--- src/rtl/lfa_serial_wide_adder.sv ---
// Multi-word serial adder: streams WORDS 12-bit slices, LSB first, through a
// 12-bit Ladner-Fischer prefix adder and carries between slices in a register.

module UBPriLFA_11_0 (
  input  logic [11:0] X,
  input  logic [11:0] Y,
  input  logic        Cin,
  output logic [12:0] S
);

  // Position 0 of the prefix tree is the carry-in; position i+1 is bit i.
  function automatic logic [12:0] lf_carries(input logic [12:0] g_in,
                                             input logic [12:0] p_in);
    logic [12:0] g_c;
    logic [12:0] p_c;
    logic [12:0] g_n;
    logic [12:0] p_n;
    int          j;
    g_c = g_in;
    p_c = p_in;
    for (int l = 0; l < 4; l++) begin
      g_n = g_c;
      p_n = p_c;
      for (int i = 0; i < 13; i++) begin
        if (((i >> l) & 1) == 1) begin
          j = ((i >> l) << l) - 1;
          g_n[i] = g_c[i] | (p_c[i] & g_c[j]);
          p_n[i] = p_c[i] & p_c[j];
        end
      end
      g_c = g_n;
      p_c = p_n;
    end
    return g_c;
  endfunction

  logic [11:0] half_sum;
  logic [12:0] carry_vec;

  assign half_sum  = X ^ Y;
  assign carry_vec = lf_carries({X & Y, Cin}, {half_sum, 1'b0});
  assign S         = {carry_vec[12], half_sum ^ carry_vec[11:0]};

endmodule

module lfa_serial_wide_adder #(
  parameter int WORDS = 4,
  parameter int IDX_W = (WORDS > 1) ? $clog2(WORDS) : 1
) (
  input  logic                  clk,
  input  logic                  rst,
  input  logic                  in_valid,
  output logic                  in_ready,
  input  logic [WORDS*12-1:0]   in_a,
  input  logic [WORDS*12-1:0]   in_b,
  input  logic                  in_cin,
  output logic                  out_valid,
  input  logic                  out_ready,
  output logic [WORDS*12:0]     out_sum,
  output logic                  busy
);

  localparam int SW   = 12;
  localparam int TOPB = WORDS * SW;

  typedef enum logic [1:0] {IDLE, RUN, DONE} state_t;

  state_t             state_q;
  logic [TOPB-1:0]    a_q;
  logic [TOPB-1:0]    b_q;
  logic               carry_q;
  logic [IDX_W-1:0]   idx_q;
  logic [TOPB:0]      sum_q;
  logic               in_ready_q;
  logic               out_valid_q;
  logic               busy_q;

  logic [31:0]        base;
  logic [SW-1:0]      x_s;
  logic [SW-1:0]      y_s;
  logic [SW:0]        s_core;
  logic               last_slice;

  assign base       = 32'(idx_q) * 32'(SW);
  assign x_s        = a_q[base +: SW];
  assign y_s        = b_q[base +: SW];
  assign last_slice = (idx_q == IDX_W'(WORDS - 1));

  UBPriLFA_11_0 u_core (
    .X   (x_s),
    .Y   (y_s),
    .Cin (carry_q),
    .S   (s_core)
  );

  always_ff @(posedge clk) begin
    if (rst) begin
      state_q     <= IDLE;
      a_q         <= '0;
      b_q         <= '0;
      carry_q     <= 1'b0;
      idx_q       <= '0;
      sum_q       <= '0;
      in_ready_q  <= 1'b1;
      out_valid_q <= 1'b0;
      busy_q      <= 1'b0;
    end else begin
      case (state_q)
        IDLE: begin
          if (in_valid && in_ready_q) begin
            a_q        <= in_a;
            b_q        <= in_b;
            carry_q    <= in_cin;
            idx_q      <= '0;
            sum_q      <= '0;
            in_ready_q <= 1'b0;
            busy_q     <= 1'b1;
            state_q    <= RUN;
          end
        end
        // One slice per cycle; the carry-out of the top slice becomes the sum MSB.
        RUN: begin
          sum_q[base +: SW] <= s_core[SW-1:0];
          carry_q           <= s_core[SW];
          if (last_slice) begin
            sum_q[TOPB] <= s_core[SW];
            idx_q       <= '0;
            out_valid_q <= 1'b1;
            state_q     <= DONE;
          end else begin
            idx_q <= idx_q + IDX_W'(1);
          end
        end
        DONE: begin
          if (out_ready) begin
            out_valid_q <= 1'b0;
            in_ready_q  <= 1'b1;
            busy_q      <= 1'b0;
            state_q     <= IDLE;
          end
        end
        default: begin
          state_q     <= IDLE;
          in_ready_q  <= 1'b1;
          out_valid_q <= 1'b0;
          busy_q      <= 1'b0;
        end
      endcase
    end
  end

  assign in_ready  = in_ready_q;
  assign out_valid = out_valid_q;
  assign out_sum   = sum_q;
  assign busy      = busy_q;

endmodule
--- config.mk ---
export PLATFORM = sky130hd
export DESIGN_NAME = lfa_serial_wide_adder
export DESIGN_NICKNAME = d
export VERILOG_FILES = /design/src/rtl/lfa_serial_wide_adder.sv
export SDC_FILE = /design/constraint.sdc
export NUM_CORES = 1
export LEC_CHECK = 0
export CAP_MARGIN = 25
export CORE_ASPECT_RATIO = 0.7
export CORE_MARGIN = 2
export CORE_UTILIZATION = 35
export CTS_BUF_LIST = sky130_fd_sc_hd__clkbuf_2 sky130_fd_sc_hd__clkbuf_4 sky130_fd_sc_hd__clkbuf_8
export CTS_CLUSTER_DIAMETER = 60
export DETAILED_ROUTE_END_ITERATION = 10
export SETUP_SLACK_MARGIN = 0.3
export SYNTH_ARGS = -nofsm -noshare
export SYNTH_HDL_FRONTEND = slang
export SYNTH_HIERARCHICAL = 1
export SYNTH_SLANG_ARGS = --single-unit
--- constraint.sdc ---
create_clock -name clk -period 6.5 [get_ports clk]
set_input_delay 1.3 -clock clk [delete_from_list [all_inputs] [get_ports clk]]
set_output_delay 1.3 -clock clk [all_outputs]
set_load 0.005 [all_outputs]
==> metrics.md, run 1 <==
| Metric | Value |
|---|---|
| Outcome | `completed` |
| Area of all placed cells without fillers | `around 9100 um2` |
| Combined area of all synthesized cells | `between 7000 and 8000 um2` |
| Final critical-path share of the clock period | `66.8%` |
| Total via count after detailed routing | `6136` |
| Pwr Total | `between 2 and 2.5 mW` |
| Met1 Use GR | `31.4%` |
| Yosys reg bits | `153` |
| Min Hold Slack | `0.454 ns` |
| Cell types occupying the most area after synthesis | `sky130_fd_sc_hd__dfxtp_1 43%, sky130_fd_sc_hd__nand2_1 10%, sky130_fd_sc_hd__a21oi_1 8.0%` |
| Remaining global-route overflow | `0` |
| Number of distinct library cell variants in the gate-level netlist after synthesis | `66` |
| CP required | `6.88 ns` |
| Number of remaining DRC errors | `0` |
| Antenna viol nets, final | `0` |
| Seq. cell area | `roughly 3000 um2` |
| Unrepaired setup endpoints after global routing | `false` |
| CTS buffer count | `17` |
| Routing usage on met3 | `5.01%` |
| Sequential-to-total area share from yosys stat | `43.3%` |
| Count of cells along the worst register-to-register path | `9` |
| Quantity of I/O buffers inserted on ports | `152` |
| Main flop type after synthesis | `sky130_fd_sc_hd__dfxtp_1` |
| First-pass GRT wire length | `33.1 mm` |
| Slew margin rel. | `38.5%` |
| Capturing element type of the critical path | `flop` |
| Post-detail-place hpwl | `~15 mm` |
| Avg Cell Area, Syn | `9.02 um2` |
| Reg2reg setup slack | `2.16 ns` |
| Layout filler cell count | `1990` |
| Final Core Density | `46.1%` |
| Share of post-route cells with drive strength above 1 | `8.89%` |
| Cell at the slowest stage of the critical path | `sky130_fd_sc_hd__dfxtp_2` |
| Synthesized instance count | `~790` |
| Largest stage delay, worst path | `0.74 ns` |
| Category of the critical setup timing path | `flop to flop` |
| Maximum number of pins on one net before global-route repair | `79` |
| Ys Warns | `6` |
| Antenna violations before repair | `0` |
| Layer carrying the most global-route usage | `met1` |
| Placed instance area | `8750 um2` |
| Post-CTS Resized | `0` |
| VDD IR max | `0.111 mV` |
| DR pass1 iterations | `5` |
| Most common cell after layout, fill and taps aside | `sky130_fd_sc_hd__nand2_1` |
| Critical register-to-register path endpoint | `out_sum[7]` |
| Via density per instance | `approximately 5.2` |
| Yosys top cell by area | `sky130_fd_sc_hd__dfxtp_1` |
| Clock buffer depth | `2` |
| Total setup violations reported at the end of the flow | `0` |
| Cells traversed along the worst timing path | `buf_4 > mux4_2 > ha_1 > a21o_1 > a31o_1 > fa_1 > or3b_2 > or4_1 > a21oi_1` |
| Arr. time, crit path | `4.72 ns` |
| Setup fix buffers added after clock tree synthesis | `0` |
| Max-cap violations | `0` |
| Beginning of the critical path | `idx_q[0]` |
| Critical R2R Launch | `idx_q[0]` |
| Clock Latency Late Sink | `between 0.4 and 0.5 ns` |
| Clock sink total | `~150` |
| Slew at the pin with the worst max-slew slack | `0.921 ns` |
| Most used cells in the layout excluding fill and tap cells | `196 x sky130_fd_sc_hd__nand2_1, 152 x sky130_fd_sc_hd__dfxtp_1, 151 x sky130_fd_sc_hd__clkdlybuf4s50_1, 113 x sky130_fd_sc_hd__a21oi_1, 24 x sky130_fd_sc_hd__mux4_2` |
| Area of the core | `a little under 20000 um2` |
| Area enclosed by the die boundary | `approximately 21000 um2` |
| Shortest clock period the worst path allows after layout | `~4.3 ns` |
| Die extent in y | `123 um` |
| CTS tree | `done` |
| Initial Util | `35.8%` |
| Met2 usage | `26.5%` |
| Routed len/inst | `17.7 um` |
| Synth Net Count | `907` |
| Hold Path Class | `flop to flop` |
| Detailed Route WL | `20.9 mm` |
| Final count of pins violating max slew | `0` |
| Routability-driven placement congestion ratio | `about 0.86` |
| Horizontal die dimension | `between 150 and 200 um` |
| Area share of the leading cell type in the synthesized netlist | `43.3%` |
| Total global-route track usage | `20.1%` |
| Maximum clock rate | `230 MHz` |
| Leak pwr | `about 3.2 nW` |
| Multi-input combinational cell area | `approximately 3700 um2` |
| Number of violations reported at the end of detailed-routing iteration 0 | `447` |
| Sum of negative setup slack | `0 ns` |
| Row count | `43` |
| Number of global-route vias before repair | `5809` |
| Post-synthesis async set-or-reset flop share | `0%` |
| Count of hold buffers inserted by post-cts repair | `0` |
| Post-synth EDFFs | `0` |
| Number of primary I/O pins | `153` |
| Skew final | `0.0117 ns` |
| Number of antenna diodes | `0` |
| CP endpoint | `out_sum[7]` |
| Layout Area Growth over Synthesis | `28.9%` |
| Root cell of the clock tree | `sky130_fd_sc_hd__clkbuf_8` |
| Number of hold violations in the final report | `0` |
| Clock-pin transition on the worst setup and hold timing paths | `0.08 ns` |
| Worst setup SP type | `flop` |
| Final #Nets | `1020` |
| Critical-path maximum fanout | `45` |
| Areal power density over the cells | `232 nW/um2` |
| H-tree Lvls | `4` |
-- power breakdown --
group | switching, mW | total, mW | internal [mW]
Clock | 0.369 | 0.699 | 0.330
Combinational | 0.227 | 0.403 | 0.176
Sequential | 0.0362 | 1.02 | 0.982
-- per-stage QoR --
stage | setup WS [ns] | instances
floorplan | 2.43 | 785
global placement | 2.19 | 1149
detailed placement | 2.15 | 1149
CTS | 2.13 | 1181
global route | 1.85 | 1181
finish | 2.16 | 1181
-- sequential cells by signal, indices dropped and copies added, names as in the netlist --
register,cells
in_ready,1
a_q,48
carry_q,1
state_q,2
out_sum,49
idx_q,2
out_valid,1
busy,1
b_q,48
-- Yosys cell counts (all sizes together), types with 3 or more instances --
| master | n |
|---|---|
| a211oi | 7 |
| a21o | 5 |
| a21oi | 113 |
| a221o | 4 |
| a22o | 21 |
| a31o | 3 |
| and2 | 4 |
| and3 | 6 |
| and3b | 4 |
| buf | 39 |
| clkbuf | 27 |
| dfxtp | 153 |
| fa | 4 |
| ha | 17 |
| inv | 11 |
| mux2i | 9 |
| mux4 | 24 |
| nand2 | 196 |
| nand2b | 10 |
| nand3 | 13 |
| nand3b | 14 |
| nand4b | 3 |
| nor2 | 11 |
| nor2b | 4 |
| nor3b | 5 |
| o21ai | 7 |
| o2bb2ai | 13 |
| or3b | 7 |
| or4 | 5 |
| xnor2 | 4 |
| xor2 | 4 |
-- kinds of logic (layout without fill, tap and decap cells) --
| family | count (synthesis) | after routing | synth area share, % |
|---|---|---|---|
| xor+xnor | 8 | 8 | 0.989 |
| compound gates | 196 | 196 | 17.8 |
| fa+ha+maj | 21 | 21 | 4.13 |
| flops | 153 | 153 | 43.3 |
| mux | 33 | 33 | 8.91 |
| simple gates | 297 | 297 | 20.3 |
| buf+inv | 77 | 203 | 4.63 |
-- cell type report --
| class | count | area share, % |
|---|---|---|
| inverter | 11 | 0.452 |
| clock inverter | 11 | 1.07 |
| timing repair buffer | 160 | 17.3 |
| clock buffer | 21 | 3.03 |
| sequential | 153 | 33.6 |
| multi-input combinational | 555 | 40.9 |
| tap | 270 | 3.70 |
-- worst max-delay path: cells and delay by family (launching register included) --
| family | cells | cell delay (ns) |
|---|---|---|
| simple gates | 2 | 0.86 |
| mux | 1 | 0.57 |
| fa+ha+maj | 2 | 0.98 |
| buf+inv | 1 | 0.54 |
| flops | 1 | 0.74 |
| compound gates | 3 | 0.56 |
-- per-layer routing --
metal	part of all wire [%]	routed length, um
met1	53	11100
met2	39	8120
met3	7.1	1480
met4	1.3	263
met5	0	0
-- how the worst min path moves through the flow --
stage | from | endpoint | cells after the start
floorplan | a_q[24] | a_q[24] | 2
global placement | a_q[47] | a_q[47] | 2
detailed placement | a_q[24] | a_q[24] | 2
CTS | a_q[24] | a_q[24] | 2
global route | b_q[2] | b_q[2] | 2
finish | a_q[24] | a_q[24] | 2
No activity file was read; power rests on OpenSTA's default activity.
==> inputs of run 2 (changes only) <==
==> constraint.sdc (replaced) <==
create_clock -name clk -period 4.15 [get_ports clk]
set_input_delay 0.83 -clock clk [delete_from_list [all_inputs] [get_ports clk]]
set_output_delay 0.83 -clock clk [all_outputs]
set_load 0.005 [all_outputs]
==> metrics.md, run 2 (same netlist as run 1, synthesis figures left out) <==
| Metric | Value |
|---|---|
| Outcome | `completed` |
| Initial Util | `between 30% and 40%` |
| Arr. time, crit path | `4.05 ns` |
| Final #Nets | `1032` |
| Maximum clock rate | `between 200 and 300 MHz` |
| Critical-path maximum fanout | `7` |
| Antenna viol nets, final | `0` |
| Area of all placed cells without fillers | `slightly above 9000 um2` |
| Max-cap violations | `0` |
| Category of the critical setup timing path | `flop to flop` |
| Area of the core | `just under 20000 um2` |
| Most used cells in the layout excluding fill and tap cells | `196 x sky130_fd_sc_hd__nand2_1, 151 x sky130_fd_sc_hd__dfxtp_1, 151 x sky130_fd_sc_hd__clkdlybuf4s50_1, 113 x sky130_fd_sc_hd__a21oi_1, 24 x sky130_fd_sc_hd__mux4_2` |
| Number of hold violations in the final report | `0` |
| Number of global-route vias before repair | `about 5.8k` |
| Final count of pins violating max slew | `0` |
| Number of antenna diodes | `0` |
| DR pass1 iterations | `5` |
| Detailed Route WL | `20.7 mm` |
| CTS buffer count | `17` |
| CTS tree | `done` |
| Post-detail-place hpwl | `15.0 mm` |
| Count of cells along the worst register-to-register path | `11` |
| Critical register-to-register path endpoint | `out_sum[7]` |
| Quantity of I/O buffers inserted on ports | `152` |
| Pwr Total | `3.54 mW` |
| Skew final | `approximately 0.015 ns` |
| Worst setup SP type | `flop` |
| Areal power density over the cells | `380 nW/um2` |
| Unrepaired setup endpoints after global routing | `false` |
| Total setup violations reported at the end of the flow | `0` |
| Antenna violations before repair | `0` |
| Post-Place Worst Slack | `0.372 ns` |
| Beginning of the critical path | `idx_q[0]` |
| Worst hold path depth | `2` |
| Most common cell after layout, fill and taps aside | `sky130_fd_sc_hd__nand2_1` |
| Root cell of the clock tree | `sky130_fd_sc_hd__clkbuf_8` |
| Clock Latency Late Sink | `0.46 ns` |
| VDD IR max | `0.171 mV` |
| Slew at the pin with the worst max-slew slack | `approximately 1.0 ns` |
| Shortest clock period the worst path allows after layout | `3.65 ns` |
| Slew margin rel. | `a little under a third` |
| Final Core Density | `47.1%` |
| HP Start | `b_q[21]` |
| Total global-route track usage | `roughly 20%` |
| Placed instance area | `8830 um2` |
| Critical R2R Launch | `idx_q[0]` |
| Die extent in y | `123 um` |
| Routed len/inst | `17.3 um` |
| Number of primary I/O pins | `between 150 and 200` |
| Via density per instance | `between 5 and 6` |
| Remaining global-route overflow | `0` |
| Area enclosed by the die boundary | `21400 um2` |
| Number of remaining DRC errors | `0` |
| Leak pwr | `3.33 nW` |
| Reg2reg setup slack | `0.50 ns` |
| Maximum number of pins on one net before global-route repair | `104` |
| PnR worst setup slack | `0.505 ns` |
| H-tree Lvls | `4` |
| Sum of negative setup slack | `0 ns` |
| Total via count after detailed routing | `6168` |
| Flip-flop count of the largest register after layout | `49` |
| Horizontal die dimension | `about 170 um` |
| Number of violations reported at the end of detailed-routing iteration 0 | `roughly 540` |
| Clock sink total | `roughly 150` |
| First-pass GRT wire length | `32.4 mm` |
| Hold Path Class | `flop to flop` |
| Worst Hold End | `b_q[21]` |
| Row count | `43` |
| Final critical-path share of the clock period | `between 80 and 90%` |
| Clock buffer depth | `2` |
| Capturing element type of the critical path | `flop` |
| CP required | `~4.6 ns` |
| Share of post-route cells with drive strength above 1 | `between 10% and 20%` |
| Routability-driven placement congestion ratio | `0.882` |
| Layout Area Growth over Synthesis | `31.6%` |
| Clock-pin transition on the worst setup and hold timing paths | `0.10 ns` |
[run 2: timing repair]
action                                  in CTS  in global routing
endpoints found under the setup margin       0                 21
buffers inserted                             0                  2
gates resized for setup                      0                  5
hold buffers                                 0                  0
[run 2: report_power, final]
part | switching, mW | internal [mW]
Combinational | 0.367 | 0.295
Sequential | 0.0538 | 1.54
Clock | 0.599 | 0.684
[run 2: how the worst max path moves through the flow]
stage	to	slack [ns]
6_report	out_sum[7]	0.50
2_1_floorplan	out_sum[7]	0.31
3_3_place_gp	out_sum[7]	0.45
4_1_cts	out_sum[32]	0.36
5_1_grt	out_sum[7]	0.34
3_5_place_dp	out_sum[32]	0.37
[run 2: layout make-up]
type	instances	area (um2)
inverter	11	41.3
timing repair buffer	172	1690
multi-input combinational	555	3740
sequential	153	3070
fill	1955	10500
clock inverter	13	193
tap	270	338
clock buffer	19	255
[run 2: critical path, stage by stage, from the launching register on]
cell                      delay, ns
sky130_fd_sc_hd__dfxtp_4       0.41
sky130_fd_sc_hd__buf_4         0.18
sky130_fd_sc_hd__mux4_2        0.54
sky130_fd_sc_hd__ha_1          0.31
sky130_fd_sc_hd__nand2_1       0.06
sky130_fd_sc_hd__o21ai_1       0.10
sky130_fd_sc_hd__a31o_2        0.31
sky130_fd_sc_hd__a31o_1        0.25
sky130_fd_sc_hd__fa_1          0.49
sky130_fd_sc_hd__or3b_2        0.43
sky130_fd_sc_hd__or4_1         0.40
sky130_fd_sc_hd__a21oi_1       0.12
[run 2: metrics by stage]
stage | hold slack (ns) | cells
4_1_cts | 0.458 | 1191
3_3_place_gp | 0.442 | 1159
2_1_floorplan | 0.433 | 785
3_5_place_dp | 0.447 | 1159
6_report | 0.458 | 1193
5_1_grt | 0.473 | 1193
[run 2: routing by layer]
metal / share of wire [%] / GRT usage [%]
met2: 38 / 25.6
met3: 6.8 / 5.07
met1: 54 / 31.0
met4: 1.0 / 5.20
met5: 0 / 0
